`config.mk`:
```
export PLATFORM = sky130hd
export DESIGN_NAME = dispatcher_dest_n
export DESIGN_NICKNAME = d
export VERILOG_FILES = /design/src/rtl/dispatcher_pkg.sv /design/src/rtl/fifo2_buf.sv /design/src/rtl/dispatcher_dest_n.sv
export SDC_FILE = /design/constraint.sdc
export NUM_CORES = 1
export LEC_CHECK = 0
export BUFFER_PORTS_ARGS = -buffer_cell sky130_fd_sc_hd__buf_2
export CAP_MARGIN = 20
export CORE_MARGIN = 4
export CORE_UTILIZATION = 40
export CTS_CLUSTER_DIAMETER = 120
export DETAILED_ROUTE_END_ITERATION = 6
export PLACE_DENSITY_LB_ADDON = 0.05
export SYNTH_ARGS = -nofsm -noshare
export SYNTH_HDL_FRONTEND = slang
export SYNTH_SLANG_ARGS = --single-unit
```
`constraint.sdc`:
```
create_clock -name clk -period 2.7 [get_ports clk]
set_input_delay 0.405 -clock clk [delete_from_list [all_inputs] [get_ports clk]]
set_output_delay 0.405 -clock clk [all_outputs]
set_load 0.1 [all_outputs]
```
`src/rtl/dispatcher_pkg.sv`:
```
// ============================================================================
// Module      : dispatcher_pkg
// Description : Shared constants and helpers for the 1-to-N dispatcher.
// Revision    : 1.0 - initial release
// ============================================================================
`default_nettype none

package dispatcher_pkg;

  localparam int DROP_CNT_W = 16;

  // Destination field width; a single bit is kept even for degenerate N.
  function automatic int dest_width(input int n);
    int w;
    w = $clog2(n);
    return (w < 1) ? 1 : w;
  endfunction

endpackage

`default_nettype wire

```
`src/rtl/fifo2_buf.sv`:
```
// ============================================================================
// Module      : fifo2_buf
// Description : Two-entry synchronous FIFO with asynchronous active-high reset.
// Revision    : 1.0 - initial release
// ============================================================================
`default_nettype none

module fifo2_buf #(
  parameter int WIDTH = 8
) (
  input  logic             clk,
  input  logic             rst,
  input  logic             push_i,
  input  logic [WIDTH-1:0] din_i,
  output logic             full_o,
  input  logic             pop_i,
  output logic [WIDTH-1:0] dout_o,
  output logic             empty_o
);

  logic [WIDTH-1:0] mem_q [0:1];
  logic             wr_ptr_q;
  logic             rd_ptr_q;
  logic [1:0]       count_q;
  logic [1:0]       count_d;
  logic             w_push;
  logic             w_pop;

  assign full_o  = (count_q == 2'd2);
  assign empty_o = (count_q == 2'd0);
  assign dout_o  = mem_q[rd_ptr_q];

  // Guard against overflow/underflow even if the caller misbehaves.
  assign w_push = push_i & ~full_o;
  assign w_pop  = pop_i & ~empty_o;

  always_comb begin
    count_d = count_q;
    case ({w_push, w_pop})
      2'b10:   count_d = count_q + 2'd1;
      2'b01:   count_d = count_q - 2'd1;
      default: count_d = count_q;
    endcase
  end

  always_ff @(posedge clk or posedge rst) begin
    if (rst) begin
      mem_q[0] <= '0;
      mem_q[1] <= '0;
      wr_ptr_q <= 1'b0;
      rd_ptr_q <= 1'b0;
      count_q  <= 2'd0;
    end else begin
      if (w_push) begin
        mem_q[wr_ptr_q] <= din_i;
        wr_ptr_q        <= ~wr_ptr_q;
      end
      if (w_pop) begin
        rd_ptr_q <= ~rd_ptr_q;
      end
      count_q <= count_d;
    end
  end

endmodule

`default_nettype wire

```
`src/rtl/dispatcher_dest_n.sv`:
```
// ============================================================================
// Module      : dispatcher_dest_n
// Description : Buffered 1-to-N stream dispatcher routed by a data-word field.
// Revision    : 1.0 - initial release
// ============================================================================
`default_nettype none

module dispatcher_dest_n
  import dispatcher_pkg::*;
#(
  parameter int DWIDTH   = 20,
  parameter int N        = 2,
  parameter int DEST_LSB = 0
) (
  input  logic                  clk,
  input  logic                  rst,
  input  logic                  in_valid_i,
  input  logic [DWIDTH-1:0]     in_data_i,
  output logic                  in_ready_o,
  output logic                  out_valid_o [N-1:0],
  output logic [DWIDTH-1:0]     out_data_o  [N-1:0],
  input  logic                  out_ready_i [N-1:0],
  output logic                  drop_pulse_o,
  output logic [DROP_CNT_W-1:0] drop_cnt_o
);

  localparam int DESTW = dest_width(N);

  logic [DWIDTH-1:0]     w_head;
  logic                  w_empty;
  logic                  w_full;
  logic                  w_push;
  logic                  w_pop;
  logic [DESTW-1:0]      w_dest;
  logic                  w_dest_ok;
  logic                  w_sel_ready;
  logic                  w_drop;
  logic [DROP_CNT_W-1:0] drop_cnt_d;
  logic [DROP_CNT_W-1:0] drop_cnt_q;

  fifo2_buf #(
    .WIDTH (DWIDTH)
  ) u_buf (
    .clk     (clk),
    .rst     (rst),
    .push_i  (w_push),
    .din_i   (in_data_i),
    .full_o  (w_full),
    .pop_i   (w_pop),
    .dout_o  (w_head),
    .empty_o (w_empty)
  );

  // Readiness depends on buffer occupancy only, never on any out_ready.
  assign in_ready_o = ~w_full & ~rst;
  assign w_push     = in_valid_i & in_ready_o;

  assign w_dest = w_head[DEST_LSB +: DESTW];

  always_comb begin
    w_dest_ok   = 1'b0;
    w_sel_ready = 1'b0;
    for (int k = 0; k < N; k++) begin
      if (w_dest == DESTW'(k)) begin
        w_dest_ok   = 1'b1;
        w_sel_ready = out_ready_i[k];
      end
    end
  end

  assign w_drop       = ~w_empty & ~w_dest_ok;
  assign w_pop        = ~w_empty & (w_drop | w_sel_ready);
  assign drop_pulse_o = w_drop;

  generate
    for (genvar k = 0; k < N; k++) begin : g_out
      assign out_valid_o[k] = ~w_empty & (w_dest == DESTW'(k));
      assign out_data_o[k]  = w_empty ? '0 : w_head;
    end
  endgenerate

  always_comb begin
    drop_cnt_d = drop_cnt_q;
    if (w_drop && (drop_cnt_q != {DROP_CNT_W{1'b1}})) begin
      drop_cnt_d = drop_cnt_q + 1'b1;
    end
  end

  always_ff @(posedge clk or posedge rst) begin
    if (rst) begin
      drop_cnt_q <= '0;
    end else begin
      drop_cnt_q <= drop_cnt_d;
    end
  end

  assign drop_cnt_o = drop_cnt_q;

endmodule

`default_nettype wire
```
==> After elaboration in Yosys (flattened, before gate mapping) <==
Cells that the tools add are included.
{ "totals": {"latch_bits": 0, "word_cells": 40, "out_inout_bits": 60, "ff_bits": 44, "mem_bits_rw": 0, "n_memories": 0, "romBits": 0, "input_bits": 25} }
{ "classes": {"n_eq_ne": 3, "bitwise": 15, "mul": 0, "n_addsub": 2, "n_shift": 0, "n_mux": 9, "magnitude_cmp": 3, "div": 0, "reduce_logical": 3} }
{ "ops": {"columns": ["cell", "n"], "rows": [
  ["20-bit two-way mux", 5],
  ["40-bit bitwise mux", 1],
  ["20-bit demux with 1-bit select", 1],
  ["1-bit bitwise AND", 7],
  ["1-bit inverter", 6],
  ["2-bit == test, second input constant", 2],
  ["2-bit >= comparator, second input constant", 2],
  ["1-bit inverter with 2-bit output", 2],
  ["2-bit one-hot mux with 2 select lines", 1],
  ["2-bit by 1-bit adder with 2-bit output, second input constant", 1],
  ["2-bit by 1-bit == test with 1-bit output, second input constant", 1],
  ["2-bit zero test", 1],
  ["2-bit by 1-bit less-than comparator with 1-bit output, second input constant", 1],
  ["2-bit nonzero test", 1],
  ["2-bit by 1-bit subtractor with 2-bit output, second input constant", 1],
  ["1-bit logical AND", 1],
  ["1-bit two-way mux", 1]
]} }

==> Logic depth before layout (Yosys ltp) <==
Gate-level depths: netlist of run 1.
{ "logic_depth": {"ltp_word": 9, "mapped_depth": 8} }

==> By module <==
Synthesis of run 1 repeated with hierarchy kept, for this count alone.
{ "hier_totals": {"cells_unflattened": 191, "area_unflattened_um2": 2560.0} }
{ "modules_own_cells": {"columns": ["mod", "area_per_inst_um2", "n_inst", "cells_each"], "rows": [
  ["fifo2_buf", 2053.2, 1, 125],
  ["dispatcher_dest_n", 506.7, 1, 66]
]} }

==> Least setup slack after synthesis of run 1 <==
Ideal clock, no wire load.
{ "synth_timing": {"path_kind": "reg-to-output", "startpoint": "reg u_buf.rd_ptr_q", "endpoint": "out out_data_o[21] in the netlist's numbering", "slack_ns": -0.337, "required_ns": 2.295, "path_stages_with_launch": 6, "n_path_buf": 3, "arrival_ns": 2.632, "cell_sequence": "dfrtp_1 -> clkbuf_1 -> buf_2 -> mux2i_1 -> nor2_1 -> buf_4"} }
{ "synth_lines": {"columns": ["item", "line_no", "rtl"], "rows": [
  ["from (decl)", "fifo2_buf.sv:23", "logic rd_ptr_q;"],
  ["from (signal assigned)", "fifo2_buf.sv:59", "rd_ptr_q <= ~rd_ptr_q;"],
  ["to (decl)", "dispatcher_dest_n.sv:21", "output logic [DWIDTH-1:0] out_data_o [N-1:0],"]
]} }

==> impl_metrics.py, run 1 <==
metrics = {
    "run_status": {
        "status": "finished, final reports clean",
    },
    "drt": {
        "vias": 1397,
        "vias_per_cell": 4.393,
        "routed_wl_mm": 4.405,
        "post_drt_wl_per_cell_um": 13.85,
        "ant_nets": 0,
        "drc_errors": 0,
        "drt_iter0_drc": 34,
        "firstDrtPassIters": 4,
    },
    "finish": {
        "register_area_mm2": 0.001101,
        "final_area_mm2": 0.002818,
        "multi_input_area_mm2": 0.001075,
        "diodes": 0,
        "drive_above_1_share_pct": 57.61,
        "syn_to_final_growth_pct": 16.44,
        "fillers": 547,
        "nets": 268,
    },
    "worst_setup_path": {
        "reg2regPathDepth": 4,
        "critical_path_class": "register to output port",
        "max_stage_delay_ns": 0.45,
        "critical_path.slowest_cell": "nor2_1",
        "r2r_slack_ns": 0.78,
        "cp-end-kind": "output port",
        "crit_chain": "buf_4 > mux2i_1 > nor2_1 > buf_12",
        "reg2reg_to": "u_buf.mem_q[32]",
        "worstPathRequired_ns": 2.30,
        "timing.rr.start": "u_buf.count_q[1]",
        "crit_arrival_ns": 1.74,
        "worst-path-max-fanout": 10,
        "worstSetupStartpointType": "register",
    },
    "synthesis": {
        "syn_area_mm2": 0.002420,
        "ys_ff_latch": 44,
        "synthMuxAreaShare_pct": 31.23,
        "yosys.area_share.xor_xnor_pct": 1.448,
        "synth_cell_type_count": 23,
        "synth_cells": 194,
        "synth_top_family_by_area": "multiplexers",
        "ys_seq_area_share_pct": 45.50,
        "synth_warnings": 0,
        "synthSimpleGateAreaFrac_pct": 5.946,
        "avgSynthCellArea_um2": 12.47,
        "synth-adder-area-share_pct": 0.5171,
        "synth_compound_area_share_pct": 0.5171,
    },
    "placement": {
        "dp_hpwl_mm": 3.181,
        "dpl_worst_slack_ns": 0.5849,
        "place_area_mm2": 0.002706,
        "globalplace.congestion": 0.7140,
        "place.port_buffers": 67,
    },
    "cts": {
        "clock_latency_ns": 0.30,
        "cts_setup_buffers": 0,
        "clk_path_buf_depth": 2,
        "htreeDepth": 2,
        "cts.sinks": 44,
        "ctsHoldBuffers": 0,
        "clockRootBuffer": "clkbuf_8",
        "cts_buffers": 5,
        "cts_resized": 0,
        "path_clk_slew_ns": 0.08,
        "cts_tree": "yes",
    },
    "global_route": {
        "grt_pass1_vias": 1432,
        "grt-ovfl-total": 0,
        "grt_util_met2_pct": 18.50,
        "grt_max_degree": 45,
        "grt_pass1_wl_mm": 7.231,
        "grtUsageTotal_pct": 12.86,
        "antenna_found_initial": 0,
        "grt-busiest-layer": "met2",
        "gr-usage-met1_pct": 18.10,
        "use_met3_pct": 4.707,
    },
    "sta": {
        "skew_ns": 0.008508,
        "finalHoldViolCount": 0,
        "max_freq_mhz": 465.2,
        "fin_crit_sh_pct": 79.62,
        "worst_pin_slew_ns": 0.9218,
        "setup_viol": 0,
        "slew_viol_final": 0,
        "timing.final.ws_setup_ns": 0.5503,
        "slew-limit-headroom_pct": 38.46,
        "rsz0062_at_grt": "false",
        "min_period_ns": 2.150,
    },
    "hold_path": {
        "hold_class": "input port to async pin",
    },
    "floorplanning": {
        "fp.dieW_um": 85.78,
        "core_mm2": 0.005886,
        "rows": 28,
        "initial_core_util_pct": 41.11,
        "die_area_mm2": 0.007358,
        "io_pins": 85,
        "die_y_um": 85.78,
    },
    "flow_run": {
        "max_cap_violations": 0,
    },
}
==> synth_stat cells (all sizes together) <==
cell	count	area share, %
o31ai	1	0.31
nor2	24	3.7
clkbuf	3	0.47
nand3	1	0.41
dfrtp	44	46
conb	1	0.15
mux2	40	22
xnor2	3	1.1
xor2	1	0.36
inv	1	0.15
ha	1	0.52
nor2b	3	0.88
nor3b	1	0.52
o21ai	1	0.21
nand2b	1	0.26
nand2	1	0.15
buf	44	14
mux2i	23	9.5
==> state kept, by name, indices dropped and copies added (netlist names) <==
signal and flops:
u_buf.mem_q 40, u_buf.count_q 2, u_buf.rd_ptr_q 1, u_buf.wr_ptr_q 1
==> per-layer routing <==
layer / share of wire, % / routed length, um / vias to the layer above
met3: 7.8 / 344 / 5
met1: 49 / 2160 / 652
met2: 42 / 1847 / 54
met5: 0 / 0 / -
li1: - / - / 686
met4: 1.2 / 53 / 0
==> final cells by class <==
cell class | count | area share [%]
sequential | 44 | 39.08
multi-input combinational | 118 | 38.14
timing repair buffer | 72 | 15.36
tap | 75 | 3.330
clock buffer | 5 | 2.442
clock inverter | 3 | 1.510
inverter | 1 | 0.1332
==> worst max-delay path, delay by kind of cell, from the launching register on <==
family	cells	cell delay, ns
flip-flops	1	0.38
multiplexers	1	0.17
buffers and inverters	2	0.45
AND/OR/NAND/NOR	1	0.45
==> cell usage in the layout (no fill, tap or decap), types with 3 or more instances in the layout <==
master,netlist,final
nor2_1,24,6
mux2i_1,23,23
buf_12,0,4
mux2_4,20,20
mux2_2,18,18
buf_2,2,63
xnor2_1,3,3
buf_4,38,5
nor2_2,0,18
conb_1,1,17
clkbuf_8,0,5
dfrtp_1,44,44
==> cells by family after synthesis <==
kind of cell | after synthesis
xor gates and xnor gates | 4
and+or+nand+nor | 31
buffers and inverters | 48
DFF | 44
adders and majority gates | 1
muxes | 63
other | 1
AOI/OAI and AO/OA | 2
==> through the flow <==
| step | hold WS, ns | utilization, % | setup TNS, ns | std cells |
|---|---|---|---|---|
| floorplan | 0.4574 | - | -1.346 | 210 |
| global placement | 0.4663 | 45.98 | 0 | 310 |
| detailed placement | 0.4754 | 45.98 | 0 | 310 |
| CTS | 0.3375 | 47.87 | 0 | 318 |
| global route | 0.3327 | 47.87 | 0 | 318 |
| finish | 0.3329 | 47.87 | 0 | 318 |
==> how the worst max path moves through the flow <==
stage,startpoint,to,slack (ns),cells past startpoint
floorplan,u_buf.rd_ptr_q,out_data_o[28],-0.34,5
global placement,rst,u_buf.mem_q[35],0.62,5
detailed placement,rst,u_buf.mem_q[32],0.58,5
CTS,u_buf.rd_ptr_q,out_data_o[20],0.52,4
global route,u_buf.rd_ptr_q,out_data_o[20],0.44,4
finish,u_buf.rd_ptr_q,out_data_o[20],0.55,4
Power of run 1 is not shown: default switching activity piles up to over one toggle a cycle in this logic, so the estimate is an artifact.
==> run 2: changes to the inputs <==
Clock period 2.7 ns to 1.9 ns, I/O delays scaled along.
==> run 2 against run 1 <==
Net effect:
- register-to-register slack worse by 0.46 ns
- wire length is 9.9% higher
- critical path depth stayed put
- cell area is 27% higher
- die area stayed put
- via count is 6.8% higher
- flip-flop and latch count stayed put
- sequential share of layout area is 8.2 points lower
- global-route usage is 1.5 points higher
- hold slack worse by 0.28 ns
- first-iteration DRC count is 38% higher
- non-clock buffer count is 5 higher
==> impl_metrics.py, run 2 (same netlist as run 1, synthesis figures left out) <==
metrics = {
    "finish": {
        "drive_above_1_share_pct": 61.29,
        "multi_input_area_mm2": 0.001205,
        "final_common_cell": "dfrtp_1",
        "fillers": 460,
        "nets": 273,
        "syn_to_final_growth_pct": 47.47,
        "largest_reg_flops": 40,
        "layout_common_cells": "44 x dfrtp_1, 43 x buf_12, 25 x buf_2",
        "fin_util_pct": 60.63,
        "diodes": 0,
        "largest-register": "u_buf.mem_q",
        "register_area_mm2": 0.001101,
        "final_area_mm2": 0.003568,
        "top_regs": "u_buf.mem_q x40, u_buf.count_q x2",
    },
    "floorplanning": {
        "initial_core_util_pct": 41.11,
        "rows": 28,
        "die_y_um": 85.78,
        "die_area_mm2": 0.007358,
        "core_mm2": 0.005886,
        "fp.dieW_um": 85.78,
        "io_pins": 85,
    },
    "global_route": {
        "grt-ovfl-total": 0,
        "grt_max_degree": 26,
        "grt_pass1_vias": 1655,
        "grtUsageTotal_pct": 14.35,
        "antenna_found_initial": 0,
        "grt_pass1_wl_mm": 8.293,
    },
    "sta": {
        "setup_viol": 0,
        "slew_viol_final": 0,
        "finalHoldViolCount": 0,
        "rsz0062_at_grt": "true",
        "max_freq_mhz": 554.4,
        "slew-limit-headroom_pct": 65.28,
        "min_period_ns": 1.804,
        "fin_crit_sh_pct": 94.93,
        "whs_ns": 0.05273,
        "timing.final.ws_setup_ns": 0.09625,
        "worst_pin_slew_ns": 0.5201,
        "skew_ns": 0.007582,
    },
    "run_status": {
        "status": "finished, final reports clean",
    },
    "cts": {
        "clock_latency_ns": 0.30,
        "clockRootBuffer": "clkbuf_8",
        "cts.sinks": 44,
        "clk_path_buf_depth": 2,
        "ctsHoldBuffers": 0,
        "cts_tree": "yes",
        "htreeDepth": 2,
        "path_clk_slew_ns": 0.09,
        "cts_buffers": 5,
    },
    "worst_setup_path": {
        "worst-path-max-fanout": 11,
        "worstPathRequired_ns": 1.62,
        "crit_arrival_ns": 1.52,
        "critical_path_class": "register to output port",
        "worstSetupStartpointType": "register",
        "cp-end-kind": "output port",
    },
    "drt": {
        "vias": 1492,
        "post_drt_wl_per_cell_um": 14.99,
        "routed_wl_mm": 4.842,
        "drt_iter0_drc": 47,
        "drc_errors": 0,
        "ant_nets": 0,
        "vias_per_cell": 4.619,
        "firstDrtPassIters": 4,
    },
    "placement": {
        "place.port_buffers": 67,
        "globalplace.congestion": 0.6764,
        "dp_hpwl_mm": 3.764,
        "dpl_worst_slack_ns": 0.3231,
        "place_area_mm2": 0.003450,
    },
    "hold_path": {
        "hold_class": "input port to async pin",
    },
    "flow_run": {
        "max_cap_violations": 0,
    },
}
-- run 2: changes by cell type in the layout (fill, tap and decap cells not counted), moves of 4 or more --
cell / before / now
buf_12: 4 / 43
buf_2: 63 / 25
nor2_4: 0 / 21
nor2_2: 18 / 1
buf_4: 5 / 9
nor2_1: 6 / 2
-- run 2: final timing paths --
| check | depth (start not counted) | slack, ns | to | from |
|---|---|---|---|---|
| setup / recovery | 4 | 0.1 | out_data_o[2] | u_buf.rd_ptr_q |
| hold / removal | 2 | 0.05 | u_buf.mem_q[18] | rst |
| setup reg to reg | 6 | 0.32 | u_buf.count_q[1] | u_buf.rd_ptr_q |
| hold reg to reg | 1 | 0.51 | u_buf.mem_q[35] | u_buf.mem_q[35] |
| max in group asynchronous | 3 | 1.18 | u_buf.mem_q[5] | rst |
| min in group clk | 2 | 0.23 | u_buf.mem_q[13] | in_data_i[13] |
-- run 2: through the flow --
step           setup TNS, ns  std cells
3_3_place_gp               0        315
4_1_cts                    0        323
2_1_floorplan         -1.608        210
5_1_grt            -0.004318        323
6_report                   0        323
3_5_place_dp               0        315
-- run 2: layout make-up --
class,instances,area share (%)
clock buffer,5,1.928
clock inverter,3,1.192
sequential,44,30.86
inverter,1,0.1052
timing repair buffer,77,29.52
tap,75,2.630
multi-input combinational,118,33.77
-- run 2: metal layers --
metal | vias to the layer above | GRT usage [%] | share of wire [%] | wire length (um)
li1 | 696 | - | - | -
met1 | 737 | 17.64 | 40 | 1945
met2 | 55 | 24.36 | 51 | 2493
met3 | 4 | 4.803 | 7.7 | 371
met4 | 0 | 3.453 | 0.64 | 31
met5 | - | 0 | 0 | 0
-- run 2: worst max-delay path: stages (launching register included) --
cell     delay, ns
dfrtp_1       0.38
buf_4         0.26
mux2i_1       0.32
nor2_4        0.10
buf_12        0.17
-- run 2: repair_timing --
action / 4_1_cts / 5_1_grt
resized for setup: 0 / 2
setup endpoints to repair: 0 / 3
buffers inserted: 0 / 0
Power of run 2 is left out for the same reason.
